===== config.mk =====
export PLATFORM = sky130hd
export DESIGN_NAME = video_mode_sequencer
export DESIGN_NICKNAME = d
export VERILOG_FILES = /design/src/rtl/video_mode_sequencer_pkg.sv /design/src/rtl/video_mode_sequencer_lock_stable_filter.sv /design/src/rtl/video_mode_sequencer.sv
export SDC_FILE = /design/constraint.sdc
export NUM_CORES = 1
export LEC_CHECK = 0
export ABC_AREA = 1
export CORE_AREA = 2 2 68 70
export CTS_CLUSTER_SIZE = 16
export DETAILED_ROUTE_END_ITERATION = 10
export DIE_AREA = 0 0 70 72
export PLACE_DENSITY = 0.77
export SYNTH_ARGS = -nofsm -noshare
export SYNTH_HDL_FRONTEND = slang
export SYNTH_HIERARCHICAL = 1
export SYNTH_SLANG_ARGS = --single-unit

===== constraint.sdc =====
create_clock -name i_clock -period 2.3 [get_ports i_clock]
set_input_delay 0.46 -clock i_clock [delete_from_list [all_inputs] [get_ports i_clock]]
set_output_delay 0.46 -clock i_clock [all_outputs]
set_load 0.005 [all_outputs]

===== src/rtl/video_mode_sequencer_pkg.sv =====
// ----------------------------------------------------------------------------
// video_mode_sequencer_pkg
// Purpose : Shared types and constants for the video mode sequencer.
//           - Mode codes that the switch-decode stage produces.
//           - Sequencer state encoding (3 bits).
//           - Saturating increment helper for the 4-bit retry counter.
// Ports   : none (package).
// Config  : the MODE_SEQ_TIMEOUT_EN macro is consumed by video_mode_sequencer,
//           not by this package.
// ----------------------------------------------------------------------------
package video_mode_sequencer_pkg;

  // Mode codes driven on config_data by the switch-decode stage.
  localparam logic [7:0] Mode480i  = 8'h00;
  localparam logic [7:0] Mode480p  = 8'h01;
  localparam logic [7:0] Mode720p  = 8'h02;
  localparam logic [7:0] Mode1080i = 8'h03;
  localparam logic [7:0] Mode1080p = 8'h04;

  // Sequencer states.
  typedef enum logic [2:0] {
    StQuiesce    = 3'd0,
    StReconfReq  = 3'd1,
    StReconfWait = 3'd2,
    StWaitLock   = 3'd3,
    StRelease    = 3'd4,
    StRunning    = 3'd5
  } vms_state_e;

  // Saturating increment for the 4-bit retry counter (holds at 15).
  function automatic logic [3:0] sat_inc4(input logic [3:0] value);
    return (value == 4'hF) ? value : value + 4'd1;
  endfunction

endpackage


===== src/rtl/video_mode_sequencer_lock_stable_filter.sv =====
// ----------------------------------------------------------------------------
// video_mode_sequencer_lock_stable_filter
// Purpose : Counts consecutive cycles of i_locked=1. Any cycle with i_locked=0
//           clears the count. The count saturates at LOCK_STABLE and o_stable
//           is high while the count sits there.
// Ports   :
//   i_clock    in  1  system clock
//   i_reset_n  in  1  synchronous active-low reset
//   i_clear    in  1  holds the count at zero (asserted by the sequencer outside
//                     its lock-wait state, so every entry starts from zero)
//   i_locked   in  1  PLL lock, already synchronised to i_clock
//   o_stable   out 1  level: LOCK_STABLE consecutive locked cycles observed
// ----------------------------------------------------------------------------
module video_mode_sequencer_lock_stable_filter #(
  parameter int unsigned LOCK_STABLE = 1024
) (
  input  logic i_clock,
  input  logic i_reset_n,
  input  logic i_clear,
  input  logic i_locked,
  output logic o_stable
);

  localparam int unsigned CntW = $clog2(LOCK_STABLE + 1);
  localparam logic [CntW-1:0] CntMax = CntW'(LOCK_STABLE);

  logic [CntW-1:0] r_cnt;
  logic [CntW-1:0] w_cnt_next;

  always_comb begin
    w_cnt_next = r_cnt;
    if (i_clear || !i_locked) begin
      w_cnt_next = '0;
    end else if (r_cnt != CntMax) begin
      w_cnt_next = r_cnt + CntW'(1);
    end
  end

  always_ff @(posedge i_clock) begin
    if (!i_reset_n) begin
      r_cnt <= '0;
    end else begin
      r_cnt <= w_cnt_next;
    end
  end

  assign o_stable = (r_cnt == CntMax);

endmodule


===== src/rtl/video_mode_sequencer.sv =====
// ----------------------------------------------------------------------------
// video_mode_sequencer
// Purpose : Sequences a safe video mode change: hold the video path in reset,
//           reprogram the pixel PLL through a start/busy handshake, wait for
//           a stable lock, then release the video path.
// Ports   :
//   i_clock           in  1  system clock
//   i_reset_n         in  1  synchronous active-low reset
//   i_config_data     in  8  requested mode code
//   i_config_changed  in  1  1-cycle pulse: config_data changed
//   i_pll_busy        in  1  PLL reconfig controller busy
//   i_pll_locked      in  1  pixel PLL lock (synchronised)
//   o_pll_start       out 1  1-cycle reconfig request
//   o_pll_mode        out 8  mode to program; stable from start until busy falls
//   o_video_reset     out 1  active-high reset to timing generator/output path
//   o_active_mode     out 8  mode currently driven by the video path
//   o_mode_ready      out 1  high while running
//   o_retry_count     out 4  saturating timeout retry count (0 when disabled)
// Config  : `MODE_SEQ_TIMEOUT_EN enables a timeout over the busy/lock waits
//           (parameter RECONF_TIMEOUT) and the retry counter. Without it the
//           sequencer waits indefinitely and o_retry_count is tied to 0.
// ----------------------------------------------------------------------------
module video_mode_sequencer
  import video_mode_sequencer_pkg::*;
#(
  parameter int unsigned QUIESCE_CYCLES = 16,
  parameter int unsigned LOCK_STABLE    = 1024
`ifdef MODE_SEQ_TIMEOUT_EN
  ,
  parameter int unsigned RECONF_TIMEOUT = 1000000
`endif
) (
  input  logic       i_clock,
  input  logic       i_reset_n,
  input  logic [7:0] i_config_data,
  input  logic       i_config_changed,
  input  logic       i_pll_busy,
  input  logic       i_pll_locked,
  output logic       o_pll_start,
  output logic [7:0] o_pll_mode,
  output logic       o_video_reset,
  output logic [7:0] o_active_mode,
  output logic       o_mode_ready,
  output logic [3:0] o_retry_count
);

  localparam int unsigned QCntW = $clog2(QUIESCE_CYCLES + 1);
  localparam logic [QCntW-1:0] QLast = QCntW'(QUIESCE_CYCLES - 1);

  vms_state_e       r_state,       w_state_next;
  logic [7:0]       r_target,      w_target_next;
  logic [7:0]       r_pll_mode,    w_pll_mode_next;
  logic             r_video_reset, w_video_reset_next;
  logic [7:0]       r_active_mode, w_active_mode_next;
  logic             r_pending,     w_pending_next;
  logic [QCntW-1:0] r_q_cnt,       w_q_cnt_next;
  logic             r_busy_seen,   w_busy_seen_next;
  logic             w_pll_start;
  logic             w_mode_ready;
  logic             w_lock_stable;
  logic             w_lock_clear;
  logic             w_timeout;

  // Lock filter only counts inside the lock-wait state; outside it is held clear
  // so each entry starts a fresh stability window.
  assign w_lock_clear = (r_state != StWaitLock);

  video_mode_sequencer_lock_stable_filter #(
    .LOCK_STABLE (LOCK_STABLE)
  ) u_lock_filter (
    .i_clock   (i_clock),
    .i_reset_n (i_reset_n),
    .i_clear   (w_lock_clear),
    .i_locked  (i_pll_locked),
    .o_stable  (w_lock_stable)
  );

`ifdef MODE_SEQ_TIMEOUT_EN
  localparam int unsigned TCntW = $clog2(RECONF_TIMEOUT + 1);
  localparam logic [TCntW-1:0] TLast = TCntW'(RECONF_TIMEOUT - 1);

  logic [TCntW-1:0] r_to_cnt, w_to_cnt_next;
  logic [3:0]       r_retry,  w_retry_next;

  // One budget covers both the busy wait and the lock wait.
  always_comb begin
    w_to_cnt_next = '0;
    w_retry_next  = r_retry;
    w_timeout     = 1'b0;
    if (r_state == StReconfWait || r_state == StWaitLock) begin
      if (r_to_cnt == TLast) begin
        w_timeout    = 1'b1;
        w_retry_next = sat_inc4(r_retry);
      end else begin
        w_to_cnt_next = r_to_cnt + TCntW'(1);
      end
    end
  end

  // Retry count survives timeouts and mode changes; only reset clears it.
  always_ff @(posedge i_clock) begin
    if (!i_reset_n) begin
      r_to_cnt <= '0;
      r_retry  <= '0;
    end else begin
      r_to_cnt <= w_to_cnt_next;
      r_retry  <= w_retry_next;
    end
  end

  assign o_retry_count = r_retry;
`else
  assign w_timeout     = 1'b0;
  assign o_retry_count = 4'd0;
`endif

  // Next-state and output decode.
  always_comb begin
    w_state_next       = r_state;
    w_target_next      = r_target;
    w_pll_mode_next    = r_pll_mode;
    w_video_reset_next = r_video_reset;
    w_active_mode_next = r_active_mode;
    w_pending_next     = r_pending;
    w_q_cnt_next       = '0;
    w_busy_seen_next   = 1'b0;
    w_pll_start        = 1'b0;
    w_mode_ready       = 1'b0;

    unique case (r_state)
      StQuiesce: begin
        w_video_reset_next = 1'b1;
        if (i_config_changed) begin
          // A new request restarts the quiet period with the new target.
          w_target_next = i_config_data;
        end else if (r_q_cnt == QLast) begin
          // pll_mode is loaded here so it is already valid during the start pulse.
          w_pll_mode_next = r_target;
          w_state_next    = StReconfReq;
        end else begin
          w_q_cnt_next = r_q_cnt + QCntW'(1);
        end
      end

      StReconfReq: begin
        w_pll_start  = 1'b1;
        w_state_next = StReconfWait;
        if (i_config_changed) begin
          w_pending_next = 1'b1;
        end
      end

      StReconfWait: begin
        if (i_config_changed) begin
          w_pending_next = 1'b1;
        end
        // Busy must be seen high before its fall counts as completion.
        if (i_pll_busy) begin
          w_busy_seen_next = 1'b1;
        end else if (r_busy_seen) begin
          w_state_next = StWaitLock;
        end else begin
          w_busy_seen_next = r_busy_seen;
        end
      end

      StWaitLock: begin
        if (i_config_changed) begin
          w_pending_next = 1'b1;
        end
        if (w_lock_stable) begin
          w_state_next = StRelease;
        end
      end

      StRelease: begin
        if (r_pending || i_config_changed) begin
          // A request arrived mid-sequence: run another full sequence.
          w_pending_next = 1'b0;
          w_target_next  = i_config_data;
          w_state_next   = StQuiesce;
        end else begin
          w_active_mode_next = r_target;
          w_video_reset_next = 1'b0;
          w_state_next       = StRunning;
        end
      end

      StRunning: begin
        w_mode_ready = 1'b1;
        if (i_config_changed || (i_config_data != r_active_mode)) begin
          w_target_next      = i_config_data;
          w_video_reset_next = 1'b1;
          w_state_next       = StQuiesce;
        end else if (!i_pll_locked) begin
          // Lost lock: re-sequence with the same target.
          w_video_reset_next = 1'b1;
          w_state_next       = StQuiesce;
        end
      end

      default: begin
        w_video_reset_next = 1'b1;
        w_state_next       = StQuiesce;
      end
    endcase

    // Timeout overrides the wait states; the target is kept for the retry.
    if (w_timeout) begin
      w_busy_seen_next   = 1'b0;
      w_video_reset_next = 1'b1;
      w_state_next       = StQuiesce;
    end
  end

  always_ff @(posedge i_clock) begin
    if (!i_reset_n) begin
      r_state       <= StQuiesce;
      r_target      <= i_config_data;
      r_pll_mode    <= i_config_data;
      r_video_reset <= 1'b1;
      r_active_mode <= Mode1080p;
      r_pending     <= 1'b0;
      r_q_cnt       <= '0;
      r_busy_seen   <= 1'b0;
    end else begin
      r_state       <= w_state_next;
      r_target      <= w_target_next;
      r_pll_mode    <= w_pll_mode_next;
      r_video_reset <= w_video_reset_next;
      r_active_mode <= w_active_mode_next;
      r_pending     <= w_pending_next;
      r_q_cnt       <= w_q_cnt_next;
      r_busy_seen   <= w_busy_seen_next;
    end
  end

  assign o_pll_start   = w_pll_start;
  assign o_pll_mode    = r_pll_mode;
  assign o_video_reset = r_video_reset;
  assign o_active_mode = r_active_mode;
  assign o_mode_ready  = w_mode_ready;

endmodule


After elaboration in Yosys (flattened, before gate mapping)
Cells that the tools add are included.

storage, ports and cells
  flip-flop bits (word level) = 46
  input bits = 13
  output and inout port bits = 23

operators by class
  add/sub/neg operators = 2
  eq/ne operators = 26
  muxes and demuxes = 28
  bitwise operators = 4
  reduce and logical (&&, ||, !) cells = 16

operators by type and width
  operator                                       count
  two-way mux 8 bit                              8
  two-way mux 3 bit                              8
  case mux 8 bit (3 select lines)                1
  case mux 3 bit (6 select lines)                1
  != test 2 bit, second input constant           7
  != test 3 bit, second input constant           4
  adder 11 x 1 -> 11 bit, second input constant  1
  == test 11 bit, second input constant          1
  != test 11 bit, second input constant          1
  AND reduction 3 bit                            3
  two-way mux 1 bit                              8
  != test 2 x 1 -> 1 bit, second input constant  4
  != test 8 bit                                  1
  == test 3 x 2 -> 1 bit, second input constant  2
  == test 3 bit, second input constant           2
  AND reduction 6 bit                            1
  adder 5 x 1 -> 5 bit, second input constant    1
  == test 5 x 4 -> 1 bit, second input constant  1
  != test 4 x 1 -> 1 bit, second input constant  1
  NOT 1 bit                                      4
  AND reduction 2 bit                            2
  AND reduction 4 bit                            1
  OR reduction 4 bit                             1
  == test 3 x 1 -> 1 bit, second input constant  1
  other kinds (9)                                11

Depth between registers and ports, before layout
  depth in word-level cells = 5
  mapped depth = 12
  gate-level depth less buffers = 12

Modules after synthesis
The synthesis kept the hierarchy.

by module, submodules not included
  module                                   instances  cells each  area each (um^2)  seq. area each (um^2)
  video_mode_sequencer                     1          198         1,651.6           860.8
  video_mode_sequencer_lock_stable_filter  1          77          568.0             220.2

Worst setup path after synthesis
OpenSTA, ideal clock, no wires.

  kind = reg2reg
  start = reg r_q_cnt[0]
  end = reg r_pll_mode[0] (netlist: o_pll_mode[0]), enable pin
  setup time = 387 ps
  data arrival time = 1,546 ps
  required time = 1,913 ps
  slack = 367 ps
  cell stages (with the launch flop) = 7
  period minus slack after synthesis = 1,933 ps
  cells stage by stage = dfxtp_1 -> ha_1 -> nand2_1 -> nor2_1 -> ha_1 -> inv_1 -> o31ai_1

between the ends
  longest elaborated chain between the ends = 3

RTL lines
  element                                  line                         RTL
  start: declaration                       video_mode_sequencer.sv:56   logic [QCntW-1:0] r_q_cnt, w_q_cnt_next;
  start signal: assignment                 video_mode_sequencer.sv:233  r_q_cnt <= w_q_cnt_next;
  == test 5 x 4 -> 1 bit                   video_mode_sequencer.sv:136  end else if (r_q_cnt == QLast) begin
  != test 2 x 1 -> 1 bit (no source line)  n/a
  AND reduction 3 bit (no source line)     n/a
  end signal: assignment                   video_mode_sequencer.sv:220  r_pll_mode <= i_config_data;
  end signal: assignment                   video_mode_sequencer.sv:229  r_pll_mode <= w_pll_mode_next;
  end: declaration                         video_mode_sequencer.sv:52   logic [7:0] r_pll_mode, w_pll_mode_next;

Every way passes these cells.
A chain may end at the register's enable or synchronous reset.

Worst setup path after layout
  start = reg r_state[2]
  end = out o_mode_ready

between the ends
  longest elaborated chain between the ends = 2

RTL lines
  element                   line                         RTL
  start: declaration        video_mode_sequencer.sv:50   vms_state_e r_state, w_state_next;
  start signal: assignment  video_mode_sequencer.sv:218  r_state <= StQuiesce;
  start signal: assignment  video_mode_sequencer.sv:227  r_state <= w_state_next;
  == test 3 bit             video_mode_sequencer.sv:130  unique case (r_state)
  two-way mux 1 bit         video_mode_sequencer.sv:130
  end: declaration          video_mode_sequencer.sv:43   output logic o_mode_ready,

Every way passes these cells.

==> results.json <==
{
  "run_status": "completed",
  "post_cts_buffers": 0,
  "layout-drive-gt1-share_pct": 13.7,
  "initial_core_util_pct": 52.1,
  "hp-start": "r_q_cnt[0]",
  "pwr-share-seq_pct": 48.5,
  "core-area_sq_um": 4260,
  "placed_area_sq_um": 2630,
  "startpoint": "r_state[2]",
  "p_sw_uw": 702,
  "ys_ff_latch": 46,
  "grt.total_usage_pct": 17.3,
  "dieArea_sq_um": 5040,
  "regArea_sq_um": 1080,
  "rsz0062_at_grt": "false",
  "cts-root-buf": "clkbuf_8",
  "grt_first_pass_wirelength_microns": 6980,
  "critPathMaxFanout": 4,
  "dp_slack_ps": -296,
  "first_global_vias": 1588,
  "cp.arrival_ps": 1600,
  "cts.clk_slew.worst_paths_ps": 80,
  "period_needed_ps": 2060,
  "cts_tree": "yes",
  "clock_latency_ps": 300,
  "numCtsBuffers": 5,
  "setup_viol": 0,
  "skew_ps": 10.6,
  "clock-sinks": 46,
  "hold_violations": 0,
  "ant_nets": 0,
  "ys_types": 31,
  "ir_worst_vdd_mv": 0.486,
  "grt-ovfl-total": 0,
  "r2r_start": "r_state[1]",
  "crit_path_start_kind": "register",
  "internal-power_mw": 1.49,
  "power_density_nw_per_um2": 807,
  "total_leakage_power_nw": 1.10,
  "grt_max_degree": 24,
  "critPathMaxStageDelay_ps": 490,
  "drcViolationCount": 0,
  "synthCells": 275,
  "nFillCells": 378,
  "post-place-cells": 365,
  "hold_path_class": "reg2reg",
  "antenna_found_initial": 0,
  "num_vias": 1789,
  "num_io_pins": 36,
  "fin_cells": 373,
  "crit_type": "reg2out",
  "drtPass1Iterations": 4,
  "syn_to_final_growth_pct": 22.4,
  "fin_util_pct": 63.7,
  "finalWeightedCongestion": 0.832,
  "max_freq_ghz": 0.486,
  "post_drt_wl_per_cell_microns": 10.9,
  "wirelength_microns": 4080,
  "die_h_microns": 72,
  "layout_common_cells": "nand2_1, inv_1, nor2_1, clkdlybuf4s50_1, dfxtp_1",
  "first_iter_violations": 116,
  "htreeDepth": 2,
  "crit_slowest_cell": "clkdlybuf4s50_1",
  "ys_seq_area_share_pct": 48.7,
  "syn_area_per_cell_sq_um": 8.07,
  "syn_area_sq_um": 2220,
  "p_clk_share_pct": 21.5,
  "cp_cell_sequence": "inv_2 > nor2_1 > nand2_1 > inv_1 > clkdlybuf4s50_1",
  "hpwl_microns": 3110,
  "fin_nets": 337,
  "n_antenna_cell": 0,
  "max_slew_margin_pct": 57.3,
  "synth_warnings": 6,
  "maxCapViolCount": 0,
  "multi_input_area_sq_um": 942,
  "rows": 24,
  "sw_frac_of_total_pct": 32.0,
  "cts_buffer_depth": 2,
  "critPathRequiredTime_ps": 1840,
  "pwr-share-comb_pct": 30.0,
  "cp-end-kind": "primary output",
  "final_common_cell": "nand2_1",
  "io_buffers": 31,
  "fin_ws_ps": 240,
  "viasPerCell": 4.80,
  "die_w_microns": 70,
  "slew_viol_final": 0,
  "worstMarginPinSlew_ps": 637,
  "finalCritPeriodShare_pct": 89.6,
  "stdcell_area_sq_um": 2720
}
power by group through the flow:
stage	sequential (mW)	combinational (mW)	clock, mW
after floorplan	1.07	0.441	0
final	1.06	0.657	0.472
after global placement	1.08	0.643	0
after global routing	1.08	0.754	0.521
after detailed placement	1.08	0.655	0
after CTS	1.07	0.663	0.486
cells by family (layout without fill, tap and decap cells):
| group | after synthesis | count (layout) | share of synthesized area (%) |
|---|---|---|---|
| flip-flops | 46 | 46 | 48.7 |
| AND/OR/NAND/NOR | 132 | 132 | 27.5 |
| other | 1 | 4 | 0.169 |
| adder cells (fa/ha/maj) | 4 | 4 | 2.25 |
| XOR/XNOR | 4 | 4 | 1.58 |
| buffers and inverters | 47 | 90 | 9.58 |
| AO/OA/AOI/OAI | 41 | 41 | 10.3 |
cell type report:
cell class                 instances  area share, %
clock buffer                       6           2.67
tap                               52           2.39
multi-input combinational        185           34.7
clock inverter                     2          0.368
timing repair buffer              43           14.7
inverter                          39           5.39
sequential                        46           39.8
stage by stage:
stage	power [mW]	hold slack (ps)	setup TNS [ps]
global route	2.35	497	0
finish	2.19	450	0
detailed placement	1.74	438	-2370
CTS	2.21	458	0
floorplan	1.51	418	0
global placement	1.73	431	-2220
worst paths after layout:
| kind | to | slack, ps | depth (start not counted) |
|---|---|---|---|
| setup reg to reg | r_target[0] | 620 | 5 |
| hold reg to reg | r_q_cnt[0] | 450 | 1 |
| hold / removal | r_q_cnt[0] | 450 | 1 |
| setup / recovery | o_mode_ready | 240 | 5 |
cell usage after synthesis:
cell | number | area share [%]
nand3_2 | 5 | 2.3
nand3b_1 | 1 | 0.34
a2111oi_0 | 1 | 0.39
nand3_1 | 14 | 3.2
xor2_1 | 2 | 0.79
buf_4 | 5 | 1.7
conb_1 | 1 | 0.17
buf_6 | 1 | 0.51
ha_1 | 4 | 2.3
nor3_1 | 6 | 1.4
a21oi_1 | 17 | 3.8
inv_2 | 4 | 0.68
clkbuf_8 | 1 | 0.62
nor2_4 | 3 | 1.5
o21bai_1 | 2 | 0.68
o21ai_0 | 15 | 3.4
o21ai_2 | 1 | 0.39
o22ai_2 | 1 | 0.56
nand2_2 | 5 | 1.4
edfxtp_1 | 16 | 22
nand4_1 | 1 | 0.28
nor2_1 | 32 | 5.4
dfxtp_1 | 30 | 27
inv_1 | 35 | 5.9
clkbuf_1 | 1 | 0.17
nor3b_1 | 1 | 0.34
o31ai_1 | 1 | 0.34
xnor2_1 | 2 | 0.79
nor2_2 | 5 | 1.4
o21ai_1 | 3 | 0.68
nand2_1 | 59 | 10
routing by layer:
metal  vias to the layer above  GRT usage (%)  part of all wire, %  wire, microns
met5                         -              0                    0              0
met2                        25           27.2                   46           1880
met4                         0           7.05                  1.4             59
met1                       796           23.5                   49           2020
li1                        964              -                    -              -
met3                         4           3.75                  3.0            121
what timing repair did:
item                       in CTS  in global routing
gates resized for setup         1                  0
hold buffers                    0                  0
setup endpoints to repair       8                  0
critical path, delay by kind of cell, from the launching register on:
family        cells  cell delay [ps]
flops             1              380
buf+inv           3              640
simple gates      2              290
flip-flops by register name, summed over array words and instances, names as in the netlist:
register,flops
r_target,8
r_state,3
r_pending,1
r_busy_seen,1
o_pll_mode,8
u_lock_filter/r_cnt,11
r_q_cnt,5
o_video_reset,1
o_active_mode,8
(Power assumes the default switching activity.)
